### config.mk
export PLATFORM = sky130hd
export DESIGN_NAME = manchester_tx_flat
export DESIGN_NICKNAME = d
export VERILOG_FILES = /design/src/rtl/manchester_pkg.sv /design/src/rtl/manchester_tx_if.sv /design/src/rtl/manchester_tx_timer.sv /design/src/rtl/manchester_tx.sv /design/src/flat_wrapper.sv
export SDC_FILE = /design/constraint.sdc
export NUM_CORES = 1
export LEC_CHECK = 0
export BUFFER_PORTS_ARGS = -buffer_cell sky130_fd_sc_hd__buf_2
export CORE_MARGIN = 2
export CORE_UTILIZATION = 55
export CTS_CLUSTER_DIAMETER = 120
export DETAILED_ROUTE_END_ITERATION = 6
export PLACE_DENSITY = 0.76
export SYNTH_ARGS = -nofsm -noshare
export SYNTH_HDL_FRONTEND = slang
export SYNTH_SLANG_ARGS = --single-unit
### constraint.sdc
create_clock -name clk -period 3.8 [get_ports clk]
set_input_delay 0.38 -clock clk [delete_from_list [all_inputs] [get_ports clk]]
set_output_delay 0.38 -clock clk [all_outputs]
set_load 0.01 [all_outputs]
### src/rtl/manchester_pkg.sv
// Shared definitions for the Manchester frame transmitter and the matching detector bench.
// Contents:
//   state_t / St*   transmitter FSM state encoding (legacy-compatible constants)
//   DefaultLimit    detector run-length constant
//   *_len()         header/gap/tail durations in clk cycles, derived from LIMIT
package manchester_pkg;

    localparam int unsigned DefaultLimit = 14;

    typedef logic [2:0] state_t;

    localparam state_t StIdle  = 3'd0;
    localparam state_t StGap   = 3'd1;
    localparam state_t StHdrHi = 3'd2;
    localparam state_t StHdrLo = 3'd3;
    localparam state_t StMark  = 3'd4;
    localparam state_t StData  = 3'd5;
    localparam state_t StTail  = 3'd6;

    // Low gap before every frame; long enough to clear the detector's run counter.
    function automatic int unsigned gap_len(input int unsigned limit);
        return limit + 2;
    endfunction

    // High run of a first-frame header; the detector counts limit+5 at its falling edge.
    function automatic int unsigned hdr_first_len(input int unsigned limit);
        return limit + 6;
    endfunction

    // High run of a continuation header; the detector counts exactly limit.
    function automatic int unsigned hdr_cont_hi_len(input int unsigned limit);
        return limit + 1;
    endfunction

    // Low run following the continuation high run.
    function automatic int unsigned hdr_cont_lo_len(input int unsigned limit);
        return limit - 9;
    endfunction

    // Low tail after the payload.
    function automatic int unsigned tail_len(input int unsigned limit);
        return limit + 2;
    endfunction

endpackage

### src/rtl/manchester_tx_if.sv
// Transmit request/status bundle between packet logic (master) and manchester_tx (slave).
// Signals:
//   tx_start  master->slave  request, honoured only while tx_ready=1
//   tx_first  master->slave  1 = first-frame header, 0 = continuation header
//   tx_data   master->slave  payload word, latched at acceptance
//   tx_ready  slave->master  transmitter idle
//   tx_busy   slave->master  frame in progress
//   tx_done   slave->master  one-cycle pulse on the last tail cycle
//   man_out   slave->line    registered Manchester line level
interface manchester_tx_if #(
    parameter int unsigned DATA_W = 8
) ();
    logic              tx_start;
    logic              tx_first;
    logic [DATA_W-1:0] tx_data;
    logic              tx_ready;
    logic              tx_busy;
    logic              tx_done;
    logic              man_out;

    modport master (
        output tx_start, tx_first, tx_data,
        input  tx_ready, tx_busy, tx_done, man_out
    );

    modport slave (
        input  tx_start, tx_first, tx_data,
        output tx_ready, tx_busy, tx_done, man_out
    );
endinterface

### src/rtl/manchester_tx_timer.sv
// Loadable run-length down-counter used to time every transmitter state.
// Ports:
//   clk, rst   clock and synchronous active-high reset (count -> 0)
//   i_load     load i_value this edge (takes priority over counting)
//   i_value    duration-1 of the run being started
//   o_count    current count
//   o_zero     count has reached 0; holds there (no wrap)
module manchester_tx_timer #(
    parameter int unsigned WIDTH = 5
) (
    input  logic             clk,
    input  logic             rst,
    input  logic             i_load,
    input  logic [WIDTH-1:0] i_value,
    output logic [WIDTH-1:0] o_count,
    output logic             o_zero
);
    logic [WIDTH-1:0] r_count;

    always_ff @(posedge clk) begin
        if (rst) begin
            r_count <= '0;
        end else if (i_load) begin
            r_count <= i_value;
        end else if (r_count != '0) begin
            r_count <= r_count - WIDTH'(1);
        end
    end

    assign o_count = r_count;
    assign o_zero  = (r_count == '0);
endmodule

### src/rtl/manchester_tx.sv
// Manchester frame transmitter.
// Frame: low gap, sync header (first-frame or continuation), marker half-bit, DATA_W
// Manchester bits MSB first (1 = low/high, 0 = high/low), low tail.
// Ports:
//   clk, rst   clock and synchronous active-high reset
//   bus        manchester_tx_if slave: tx_start/tx_first/tx_data in,
//              tx_ready/tx_busy/tx_done/man_out out (all outputs registered)
module manchester_tx
    import manchester_pkg::*;
#(
    parameter int unsigned LIMIT    = DefaultLimit,
    parameter int unsigned HALF_BIT = 4,
    parameter int unsigned DATA_W   = 8
) (
    input logic              clk,
    input logic              rst,
    manchester_tx_if.slave   bus
);
    localparam int unsigned CntW = $clog2(LIMIT + 7);
    localparam int unsigned BitW = (DATA_W > 1) ? $clog2(DATA_W) : 1;

    localparam logic [CntW-1:0] GapLoad    = CntW'(gap_len(LIMIT) - 1);
    localparam logic [CntW-1:0] HdrFLoad   = CntW'(hdr_first_len(LIMIT) - 1);
    localparam logic [CntW-1:0] HdrCHiLoad = CntW'(hdr_cont_hi_len(LIMIT) - 1);
    localparam logic [CntW-1:0] HdrCLoLoad = CntW'(hdr_cont_lo_len(LIMIT) - 1);
    localparam logic [CntW-1:0] HalfLoad   = CntW'(HALF_BIT - 1);
    localparam logic [CntW-1:0] TailLoad   = CntW'(tail_len(LIMIT) - 1);
    localparam logic [BitW-1:0] LastBit    = BitW'(DATA_W - 1);

    state_t            r_state;
    logic              r_first;
    logic              r_half;
    logic [BitW-1:0]   r_bit;
    logic [DATA_W-1:0] r_shift;
    logic              r_man;
    logic              r_ready;
    logic              r_busy;
    logic              r_done;

    state_t            w_state_nxt;
    logic              w_first_nxt;
    logic              w_half_nxt;
    logic [BitW-1:0]   w_bit_nxt;
    logic [DATA_W-1:0] w_shift_nxt;
    logic              w_man_nxt;
    logic              w_done_nxt;
    logic              w_load;
    logic [CntW-1:0]   w_load_val;
    logic [CntW-1:0]   w_count;
    logic              w_zero;

    manchester_tx_timer #(
        .WIDTH(CntW)
    ) u_timer (
        .clk    (clk),
        .rst    (rst),
        .i_load (w_load),
        .i_value(w_load_val),
        .o_count(w_count),
        .o_zero (w_zero)
    );

    // Every transition reloads the timer and sets the line level of the state being entered,
    // so man_out is registered together with the state.
    always_comb begin
        w_state_nxt = r_state;
        w_first_nxt = r_first;
        w_half_nxt  = r_half;
        w_bit_nxt   = r_bit;
        w_shift_nxt = r_shift;
        w_man_nxt   = r_man;
        w_load      = 1'b0;
        w_load_val  = '0;

        unique case (r_state)
            StIdle: begin
                w_man_nxt = 1'b0;
                if (bus.tx_start) begin
                    w_state_nxt = StGap;
                    w_first_nxt = bus.tx_first;
                    w_shift_nxt = bus.tx_data;
                    w_load      = 1'b1;
                    w_load_val  = GapLoad;
                end
            end
            StGap: begin
                if (w_zero) begin
                    w_state_nxt = StHdrHi;
                    w_man_nxt   = 1'b1;
                    w_load      = 1'b1;
                    w_load_val  = r_first ? HdrFLoad : HdrCHiLoad;
                end
            end
            StHdrHi: begin
                if (w_zero) begin
                    w_state_nxt = r_first ? StMark : StHdrLo;
                    w_man_nxt   = 1'b0;
                    w_load      = 1'b1;
                    w_load_val  = r_first ? HalfLoad : HdrCLoLoad;
                end
            end
            StHdrLo: begin
                if (w_zero) begin
                    w_state_nxt = StMark;
                    w_man_nxt   = 1'b1;
                    w_load      = 1'b1;
                    w_load_val  = HalfLoad;
                end
            end
            StMark: begin
                if (w_zero) begin
                    w_state_nxt = StData;
                    w_half_nxt  = 1'b0;
                    w_bit_nxt   = '0;
                    w_man_nxt   = ~r_shift[DATA_W-1];
                    w_load      = 1'b1;
                    w_load_val  = HalfLoad;
                end
            end
            StData: begin
                if (w_zero) begin
                    w_load     = 1'b1;
                    w_load_val = HalfLoad;
                    if (!r_half) begin
                        // Second half carries the true bit value.
                        w_half_nxt = 1'b1;
                        w_man_nxt  = r_shift[DATA_W-1];
                    end else begin
                        w_shift_nxt = r_shift << 1;
                        w_half_nxt  = 1'b0;
                        if (r_bit == LastBit) begin
                            w_state_nxt = StTail;
                            w_man_nxt   = 1'b0;
                            w_load_val  = TailLoad;
                        end else begin
                            w_bit_nxt = r_bit + BitW'(1);
                            w_man_nxt = ~w_shift_nxt[DATA_W-1];
                        end
                    end
                end
            end
            StTail: begin
                if (w_zero) begin
                    w_state_nxt = StIdle;
                    w_man_nxt   = 1'b0;
                end
            end
            default: begin
                w_state_nxt = StIdle;
                w_man_nxt   = 1'b0;
            end
        endcase
    end

    // The timer steps 1 -> 0 on the same edge that starts the last tail cycle.
    assign w_done_nxt = (r_state == StTail) && (w_count == CntW'(1));

    always_ff @(posedge clk) begin
        if (rst) begin
            r_state <= StIdle;
            r_first <= 1'b0;
            r_half  <= 1'b0;
            r_bit   <= '0;
            r_shift <= '0;
            r_man   <= 1'b0;
            r_ready <= 1'b1;
            r_busy  <= 1'b0;
            r_done  <= 1'b0;
        end else begin
            r_state <= w_state_nxt;
            r_first <= w_first_nxt;
            r_half  <= w_half_nxt;
            r_bit   <= w_bit_nxt;
            r_shift <= w_shift_nxt;
            r_man   <= w_man_nxt;
            r_ready <= (w_state_nxt == StIdle);
            r_busy  <= (w_state_nxt != StIdle);
            r_done  <= w_done_nxt;
        end
    end

    assign bus.man_out  = r_man;
    assign bus.tx_ready = r_ready;
    assign bus.tx_busy  = r_busy;
    assign bus.tx_done  = r_done;
endmodule

### src/flat_wrapper.sv
// flat-port wrapper written by rule: the top's interface ports become plain ports
module manchester_tx_flat import manchester_pkg::*;
#(
    parameter int unsigned LIMIT    = DefaultLimit,
    parameter int unsigned HALF_BIT = 4,
    parameter int unsigned DATA_W   = 8
)
  (clk, rst, bus_tx_start, bus_tx_first, bus_tx_data, bus_tx_ready, bus_tx_busy, bus_tx_done, bus_man_out);
  manchester_tx_if #(.DATA_W(DATA_W)) bus_i ();
  input logic clk;
  input logic rst;
  input wire logic [$bits(bus_i.tx_start)-1:0] bus_tx_start;
  input wire logic [$bits(bus_i.tx_first)-1:0] bus_tx_first;
  input wire logic [$bits(bus_i.tx_data)-1:0] bus_tx_data;
  output wire logic [$bits(bus_i.tx_ready)-1:0] bus_tx_ready;
  output wire logic [$bits(bus_i.tx_busy)-1:0] bus_tx_busy;
  output wire logic [$bits(bus_i.tx_done)-1:0] bus_tx_done;
  output wire logic [$bits(bus_i.man_out)-1:0] bus_man_out;
  assign bus_i.tx_start = bus_tx_start;
  assign bus_i.tx_first = bus_tx_first;
  assign bus_i.tx_data = bus_tx_data;
  assign bus_tx_ready = bus_i.tx_ready;
  assign bus_tx_busy = bus_i.tx_busy;
  assign bus_tx_done = bus_i.tx_done;
  assign bus_man_out = bus_i.man_out;
  manchester_tx #(.LIMIT(LIMIT), .HALF_BIT(HALF_BIT), .DATA_W(DATA_W)) u_core (.clk(clk), .rst(rst), .bus(bus_i));
endmodule
==> reports/results.ini, run 1 <==
[outcome]
status = finished, final reports clean

[logic_synthesis]
synth_compound_area_frac = 0.2704
synth_mux_area_frac = 0.02174
synth.net_count = 198
synthFlopType = dfxtp_1
synth_commonest_cells = 29 x a21oi_1, 25 x dfxtp_1, 23 x nand2_1
synthAdderAreaFrac = 0.04348
syn_inst = 181
yosys_warnings = 0
yosysTopAreaCell = dfxtp_1
synth_top_area_frac = 0.3478
yosysMostFrequentCell = a21oi_1
syn_avg_cell_area_um2 = 7.950
synthTopCellsByArea = dfxtp_1 35%, a21oi_1 10%, nand2_1 6.0%
syn_area_um2 = 1439
synth_edf_count = 0
synth_top_family_by_area = compound AO/OA/AOI/OAI gates
synth-seq-cells = 25
synth_xor_xnor_area_share = 0.01217
async_reset_ff_frac = 0
synthSimpleGateAreaFrac = 0.2557
ys_types = 41
ys_seq_area_frac = 0.3478

[cells_and_area]
drive_gt1_frac = 0.1489
stdcell_count = 218
antenna_cells = 0
fin_nets = 206
syn2layout_area_growth_pct = 6.087

[clock_tree]
clock-root-buffer = clkbuf_4
clk_latency_ns = 0.33
clk_pin_slew_worst_paths_ns = 0.15
cts_buffer_depth = 2
cts_tree = done
cts_resized = 0
hold_buffers = 0
cts_sinks = 25
numCtsBuffers = 3
htreeDepth = 1
cts_setup_buffers = 0

[floorplan]
core_um2 = 2477
num_rows = 18
ios = 16
die_height_um = 55.15
die-area_um2 = 3042
start_util = 0.5808
die-width_um = 55.15

[sta]
period_share = 0.6317
period_needed_ns = 2.400
hold_violations = 0
finalSetupTns_ns = 0
setup_viol = 0
grt_setup_unrepaired = false
report.final.slew_viol_count = 0
fin_skew_ns = 0.01329
max_freq_mhz = 416.6
worstMarginPinSlew_ns = 1.126
slew_headroom = 0.2457

[min_path]
hp-class = in2reg
min_from = bus_tx_first
whs_path_depth = 3
min_to = u_core.r_first

[grt]
grt_max_degree = 26
gr-usage-all-layers = 0.2303
grt_pass1_vias = 1175
grt_pass1_wl_um = 5037
grt.overflow.total = 0
antenna_found_initial = 0

[setup_path]
r2r-start = u_core.u_timer.o_count[0]
cp-end-kind = flop
cp_max_fo = 16
r2r-end = u_core.r_shift[3]
cp_data_arrival_time_ns = 2.68
rrSetupSlack_ns = 1.40
cp_data_required_time_ns = 4.08
crit_type = reg2reg
crit_path_start_kind = flop
reg2reg_depth = 7

[place]
port_buffers = 15
numPlacedInstances = 214
gp_congestion = 0.8819
place_hpwl_um = 2130

[run]
max_cap_violations = 0

[route]
postRouteAntennaNets = 0
viasPerCell = 6.069
detail_route.wl_per_cell_um = 14.10
vias = 1323
drc = 0
drt_iter0_markers = 54
drt-pass1-iter-count = 4
routed_wl_um = 3074

[pwr]
peakVddDrop_mv = 0.4814
p_leak_nw = 0.6012
powerDensity_nw_per_um2 = 688.5

## worst max-delay path, stage by stage (launching register included)
cell     delay (ns)
dfxtp_1        0.35
inv_1          0.12
ha_1           0.22
nor4b_4        0.66
a31oi_1        0.57
a21oi_1        0.27
a21oi_1        0.06
nor2_1         0.12
## worst max path at each step
stage	startpoint	endpoint	slack, ns	cells past startpoint
after floorplan	u_core.u_timer.o_count[0]	u_core.u_timer.o_count[1]	1.92	8
after global placement	u_core.u_timer.o_count[0]	u_core.r_shift[2]	1.49	7
after detailed placement	u_core.u_timer.o_count[0]	u_core.r_shift[5]	1.49	7
after CTS	u_core.u_timer.o_count[0]	u_core.r_shift[3]	1.46	7
after global routing	u_core.u_timer.o_count[0]	u_core.r_shift[4]	1.06	7
final	u_core.u_timer.o_count[0]	u_core.r_shift[3]	1.40	7
## power by group
group	leakage, nW	total, mW	switching [mW]	internal (mW)
clock	0.0139	0.122	0.0822	0.0403
combinational	0.382	0.501	0.280	0.221
sequential	0.205	0.428	0.102	0.326
## layout make-up
type	instances	area [um^2]
well taps	30	37.54
multi-input cells	140	868.3
clock buffers	3	22.52
clock inverters	1	7.507
repair buffers	15	75.07
fillers	224	950.9
inverters	4	15.01
flip-flops and latches	25	500.5
## routing by layer
layer | track usage | wire [um] | share of wire | vias to the layer above
met4 | 0.1138 | 51 | 0.017 | 0
met5 | 0 | 0 | 0 | -
li1 | - | - | - | 667
met1 | 0.3000 | 1410 | 0.46 | 609
met3 | 0.02957 | 138 | 0.045 | 6
met2 | 0.3730 | 1472 | 0.48 | 41
## flip-flops by register name (all words and copies together), names as in the netlist
| name | cells |
|---|---|
| u_core.r_half | 1 |
| u_core.r_state | 3 |
| u_core.bus.tx_ready | 1 |
| u_core.r_bit | 3 |
| u_core.bus.tx_done | 1 |
| u_core.bus.man_out | 1 |
| u_core.r_shift | 8 |
| u_core.bus.tx_busy | 1 |
| u_core.u_timer.o_count | 5 |
| u_core.r_first | 1 |
## cell families (layout without fill, tap and decap cells)
kind of cell,after synthesis,in the layout
compound gates,61,61
xor+xnor,2,2
fa+ha+maj,5,5
buf+inv,16,23
flops,25,25
mux,3,3
simple gates,69,69
## metrics by stage
step	setup WS, ns	area, um^2	hold slack [ns]	total power, mW	utilization
after floorplan	1.922	1439	0.4498	0.8335	-
after global placement	1.486	1496	0.4547	0.9060	0.6040
after detailed placement	1.493	1496	0.4672	0.9205	0.6040
after CTS	1.464	1526	0.2721	1.050	0.6162
after global routing	1.059	1526	0.2951	1.140	0.6162
final	1.400	1526	0.2857	1.051	0.6162
## cells in the final DEF (no fill, tap or decap), drive strengths merged, types with 2 or more instances in the layout
cell type / netlist / final
nor3b: 2 / 2
o21ai: 5 / 5
and3b: 2 / 2
mux2i: 2 / 2
nand2: 23 / 23
nor2: 20 / 20
o31ai: 2 / 2
a211oi: 6 / 6
nand2b: 7 / 7
dfxtp: 25 / 25
xor2: 2 / 2
ha: 5 / 5
a21o: 2 / 2
a31oi: 5 / 5
a311oi: 3 / 3
nor4b: 2 / 2
inv: 4 / 4
or4b: 3 / 3
or3: 2 / 2
nor3: 2 / 2
nand3: 3 / 3
clkbuf: 9 / 3
buf: 3 / 15
a21oi: 29 / 29
(Power assumes the default switching activity.)
==> run 2: changes to the inputs <==
==> constraint.sdc (replaced) <==
create_clock -name clk -period 2.5 [get_ports clk]
set_input_delay 0.25 -clock clk [delete_from_list [all_inputs] [get_ports clk]]
set_output_delay 0.25 -clock clk [all_outputs]
set_load 0.01 [all_outputs]
==> run 2 against run 1 <==
  * Routed wire length is 1.6% higher
  * Die area is the same
  * Flip-flop and latch count stayed put
  * Largest cell class unchanged
==> reports/results.ini, run 2 (synthesis gave the netlist of run 1 again) <==
[floorplan]
die-area_um2 = 3042
die_height_um = 55.15
core_um2 = 2477
start_util = 0.5808
ios = 16
num_rows = 18
die-width_um = 55.15

[setup_path]
crit_type = reg2reg
r2r-end = u_core.r_shift[7]
reg2reg_depth = 7
cp_data_arrival_time_ns = 2.40
r2r-start = u_core.u_timer.o_count[0]
crit_path_start_kind = flop
cp_data_required_time_ns = 2.72
rrSetupSlack_ns = 0.32
cp-end-kind = flop
cp_max_fo = 15

[grt]
grt_max_degree = 23
gr-usage-all-layers = 0.2192
grt_pass1_vias = 1114
grt.overflow.total = 0
grt_pass1_wl_um = 4857
antenna_found_initial = 0

[clock_tree]
clk_latency_ns = 0.32
cts_resized = 0
htreeDepth = 1
cts_setup_buffers = 0
cts_tree = done
numCtsBuffers = 3
cts_buffer_depth = 2
cts_sinks = 25
clock-root-buffer = clkbuf_4
hold_buffers = 0
clk_pin_slew_worst_paths_ns = 0.15

[min_path]
min_from = bus_tx_first
whs_path_depth = 3
hp-class = in2reg
min_to = u_core.r_first

[sta]
max_freq_mhz = 459.2
hold_violations = 0
holdWs_ns = 0.1729
period_needed_ns = 2.178
fin_skew_ns = 0.01450
period_share = 0.8711
report.final.slew_viol_count = 0
finalSetupTns_ns = 0
worstMarginPinSlew_ns = 1.101
grt_setup_unrepaired = false
setup_viol = 0
slew_headroom = 0.2629

[cells_and_area]
layout_common_cells = 29 x a21oi_1, 25 x dfxtp_1, 23 x nand2_1
top_register = u_core.r_shift
layout_commonest_cell = a21oi_1
largest_register_ffs = 8
fin_nets = 211
fin_area_um2 = 1562
syn2layout_area_growth_pct = 8.522
antenna_cells = 0
drive_gt1_frac = 0.1710

[pwr]
peakVddDrop_mv = 0.6047
powerDensity_nw_per_um2 = 1050
p_leak_nw = 0.6310

[route]
detail_route.wl_per_cell_um = 14.00
postRouteAntennaNets = 0
dr_wl_met3_um = 148
vias = 1337
wl_met2_um = 1485
drt_iter0_markers = 42
viasPerCell = 5.996
drt-pass1-iter-count = 4
routed_wl_um = 3122
drc = 0
wl_met1_um = 1451
top_layer = met4

[place]
place_hpwl_um = 2246
gp_congestion = 0.8502
port_buffers = 15
dpl-instance-area_um2 = 1534

[run]
max_cap_violations = 0

[outcome]
status = finished, final reports clean

-- run 2: stage by stage --
step | setup slack [ns] | util | power [mW] | std cells
detailed placement | 0.3749 | 0.6192 | 1.446 | 219
global route | 0.05689 | 0.6303 | 1.757 | 223
CTS | 0.3590 | 0.6303 | 1.635 | 223
floorplan | 0.6218 | - | 1.267 | 181
global placement | 0.4351 | 0.6192 | 1.424 | 219
finish | 0.3223 | 0.6303 | 1.640 | 223
-- run 2: how the worst max path moves through the flow --
stage                              start                        end  slack, ns  cells after the start
3_3_place_gp   u_core.u_timer.o_count[0]          u_core.r_shift[4]       0.44                      7
2_1_floorplan  u_core.u_timer.o_count[0]  u_core.u_timer.o_count[1]       0.62                      8
6_report       u_core.u_timer.o_count[0]          u_core.r_shift[7]       0.32                      7
5_1_grt        u_core.u_timer.o_count[0]          u_core.r_shift[5]       0.06                      7
3_5_place_dp   u_core.u_timer.o_count[0]          u_core.r_shift[7]       0.37                      7
4_1_cts        u_core.u_timer.o_count[0]          u_core.r_shift[7]       0.36                      7
-- run 2: metal layers --
metal / GRT usage / up-vias
li1: - / 673
met4: 0.06911 / 0
met3: 0.02957 / 4
met2: 0.3532 / 36
met1: 0.3025 / 624
met5: 0 / -
-- run 2: power breakdown --
group | switching [mW] | leakage [nW] | total, mW | internal (mW)
Clock | 0.121 | 0.0177 | 0.180 | 0.0597
Sequential | 0.110 | 0.205 | 0.606 | 0.496
Combinational | 0.482 | 0.408 | 0.853 | 0.371
-- run 2: cell type report --
type / instances / area [um^2]
Fill cell: 225 / 915.9
Timing Repair Buffer: 20 / 112.6
Multi-Input combinational cell: 140 / 868.3
Clock inverter: 1 / 5.005
Inverter: 4 / 15.01
Tap cell: 30 / 37.54
Sequential cell: 25 / 500.5
Clock buffer: 3 / 22.52
-- run 2: worst max-delay path: stages (launching register included) --
cell	delay (ns)
dfxtp_1	0.38
inv_1	0.09
ha_1	0.24
nor4b_4	0.17
a31oi_1	0.90
a21oi_1	0.08
a21oi_1	0.19
nor2_1	0.05
==> run 3: changes to the inputs <==
--- a/config.mk
+++ b/config.mk
@@ -11,6 +11,7 @@
 export CTS_CLUSTER_DIAMETER = 120
 export DETAILED_ROUTE_END_ITERATION = 6
 export PLACE_DENSITY = 0.76
+export RECOVER_POWER = 50
 export SYNTH_ARGS = -nofsm -noshare
 export SYNTH_HDL_FRONTEND = slang
 export SYNTH_SLANG_ARGS = --single-unit
==> run 3 against run 2 <==
  * Combinational power shrank 3.3%
  * Cell count is the same
  * Clock skew shrank 0.0054 ns
  * Cell area shrank 1.1%
  * Via count shrank 1.5%
  * Power shrank 1.6%
  * Critical path depth shrank 1
  * Clock-buffer cell count is the same
  * Utilization shrank 0.71 points
  * Register-to-register slack lost 0.05 ns
  * Largest power group unchanged
==> reports/results.ini, run 3 (synthesis gave the netlist of run 1 again) <==
[outcome]
status = finished, final reports clean

[pwr]
pwr-share-clk = 0.114
peakVddDrop_mv = 0.5960
powerDensity_nw_per_um2 = 1045
seq_power_share = 0.374
combPwrFrac = 0.511
intPower_uw = 904.5
p_leak_nw = 0.6115
p_sw_uw = 708.6
power_mw = 1.613
switching_share = 0.4393

[floorplan]
core_um2 = 2477
die-width_um = 55.15
start_util = 0.5808
ios = 16
num_rows = 18
die-area_um2 = 3042
die_height_um = 55.15

[clock_tree]
clk_latency_ns = 0.32
cts_resized = 0
clk_pin_slew_worst_paths_ns = 0.14
hold_buffers = 0
numCtsBuffers = 3
cts_sinks = 25
clock-root-buffer = clkbuf_4
cts_setup_buffers = 0
cts_tree = done
cts_buffer_depth = 2
htreeDepth = 1

[route]
viasPerCell = 5.906
detail_route.wl_per_cell_um = 14.06
routed_wl_um = 3135
drt-pass1-iter-count = 4
drt_iter0_markers = 43
vias = 1317
postRouteAntennaNets = 0
drc = 0

[cells_and_area]
layout_common_cells = 29 x a21oi_1, 25 x dfxtp_1, 23 x nand2_1
drive_gt1_frac = 0.1347
layout_commonest_cell = a21oi_1
fill_cells = 229
largest_register_ffs = 8
top_register = u_core.r_shift
stdcell_count = 223
syn2layout_area_growth_pct = 7.304
fin_area_um2 = 1544
antenna_cells = 0
fin_nets = 211

[place]
dpl-instance-area_um2 = 1534
place_hpwl_um = 2246
gp_congestion = 0.8502
port_buffers = 15
numPlacedInstances = 219

[grt]
gr-usage-all-layers = 0.2192
grt_pass1_wl_um = 4857
grt_pass1_vias = 1114
antenna_found_initial = 0
grt_max_degree = 23
grt.overflow.total = 0

[sta]
slew_headroom = 0.2629
worstMarginPinSlew_ns = 1.101
setup_viol = 0
hold_violations = 0
holdWs_ns = 0.1650
period_needed_ns = 2.232
finalSetupTns_ns = 0
report.final.slew_viol_count = 0
max_freq_mhz = 448.0
grt_setup_unrepaired = false
fin_skew_ns = 0.009094
period_share = 0.8929

[setup_path]
cp_max_fo = 7
crit_type = reg2reg
cp_data_arrival_time_ns = 2.44
cp_data_required_time_ns = 2.71
r2r-start = u_core.u_timer.o_count[0]
cp-end-kind = flop
rrSetupSlack_ns = 0.27
reg2reg_depth = 6
r2r-end = u_core.r_bit[0]
crit_path_start_kind = flop
critical_path.startpoint = u_core.u_timer.o_count[0]

[run]
max_cap_violations = 0

[min_path]
min_from = bus_tx_first
min_to = u_core.r_first
whs_path_depth = 3
hp-class = in2reg

[run 3: changes by cell type in the layout (fill, tap and decap cells not counted)]
cell	before	now
or4b_1	0	1
buf_4	5	4
clkbuf_1	0	5
buf_2	15	11
or4b_4	1	0
a211oi_2	2	1
a211oi_1	4	5
[run 3: final cells by class]
| cell class | count | area, um^2 | share of cell area |
|---|---|---|---|
| Inverter | 4 | 15.01 | 0.009724 |
| Clock inverter | 1 | 5.005 | 0.003241 |
| Sequential cell | 25 | 500.5 | 0.3241 |
| Tap cell | 30 | 37.54 | 0.02431 |
| Multi-Input combinational cell | 140 | 859.6 | 0.5567 |
| Clock buffer | 3 | 22.52 | 0.01459 |
| Timing Repair Buffer | 20 | 103.9 | 0.06726 |
[run 3: power groups by stage]
stage / clock, mW / sequential, mW / combinational (mW)
after global placement: 0 / 0.608 / 0.815
after floorplan: 0 / 0.589 / 0.678
after CTS: 0.192 / 0.603 / 0.840
after global routing: 0.202 / 0.617 / 0.911
final: 0.185 / 0.604 / 0.825
after detailed placement: 0 / 0.613 / 0.833
[run 3: worst max-delay path, stage by stage, from the launching register on]
cell	delay [ns]
dfxtp_1	0.35
inv_1	0.12
ha_1	0.21
or4b_1	0.59
a211oi_1	0.54
mux2i_1	0.25
nor2_1	0.05
[run 3: through the flow]
stage          setup WS, ns    util
6_report             0.2679  0.6232
3_5_place_dp         0.3749  0.6192
4_1_cts              0.3590  0.6303
5_1_grt             0.05808  0.6232
2_1_floorplan        0.6218       -
3_3_place_gp         0.4351  0.6192
[run 3: worst max-delay path by stage]
stage                     cells past startpoint                   endpoint
after detailed placement                      7          u_core.r_shift[7]
after global placement                        7          u_core.r_shift[4]
after floorplan                               8  u_core.u_timer.o_count[1]
final                                         6            u_core.r_bit[0]
after CTS                                     7          u_core.r_shift[7]
after global routing                          7          u_core.r_shift[5]
[run 3: per-layer routing]
metal,vias to the layer above,GRT usage,part of all wire
met1,602,0.3025,0.46
met4,0,0.06911,0.012
met2,37,0.3532,0.46
met5,-,0,0
li1,674,-,-
met3,4,0.02957,0.061
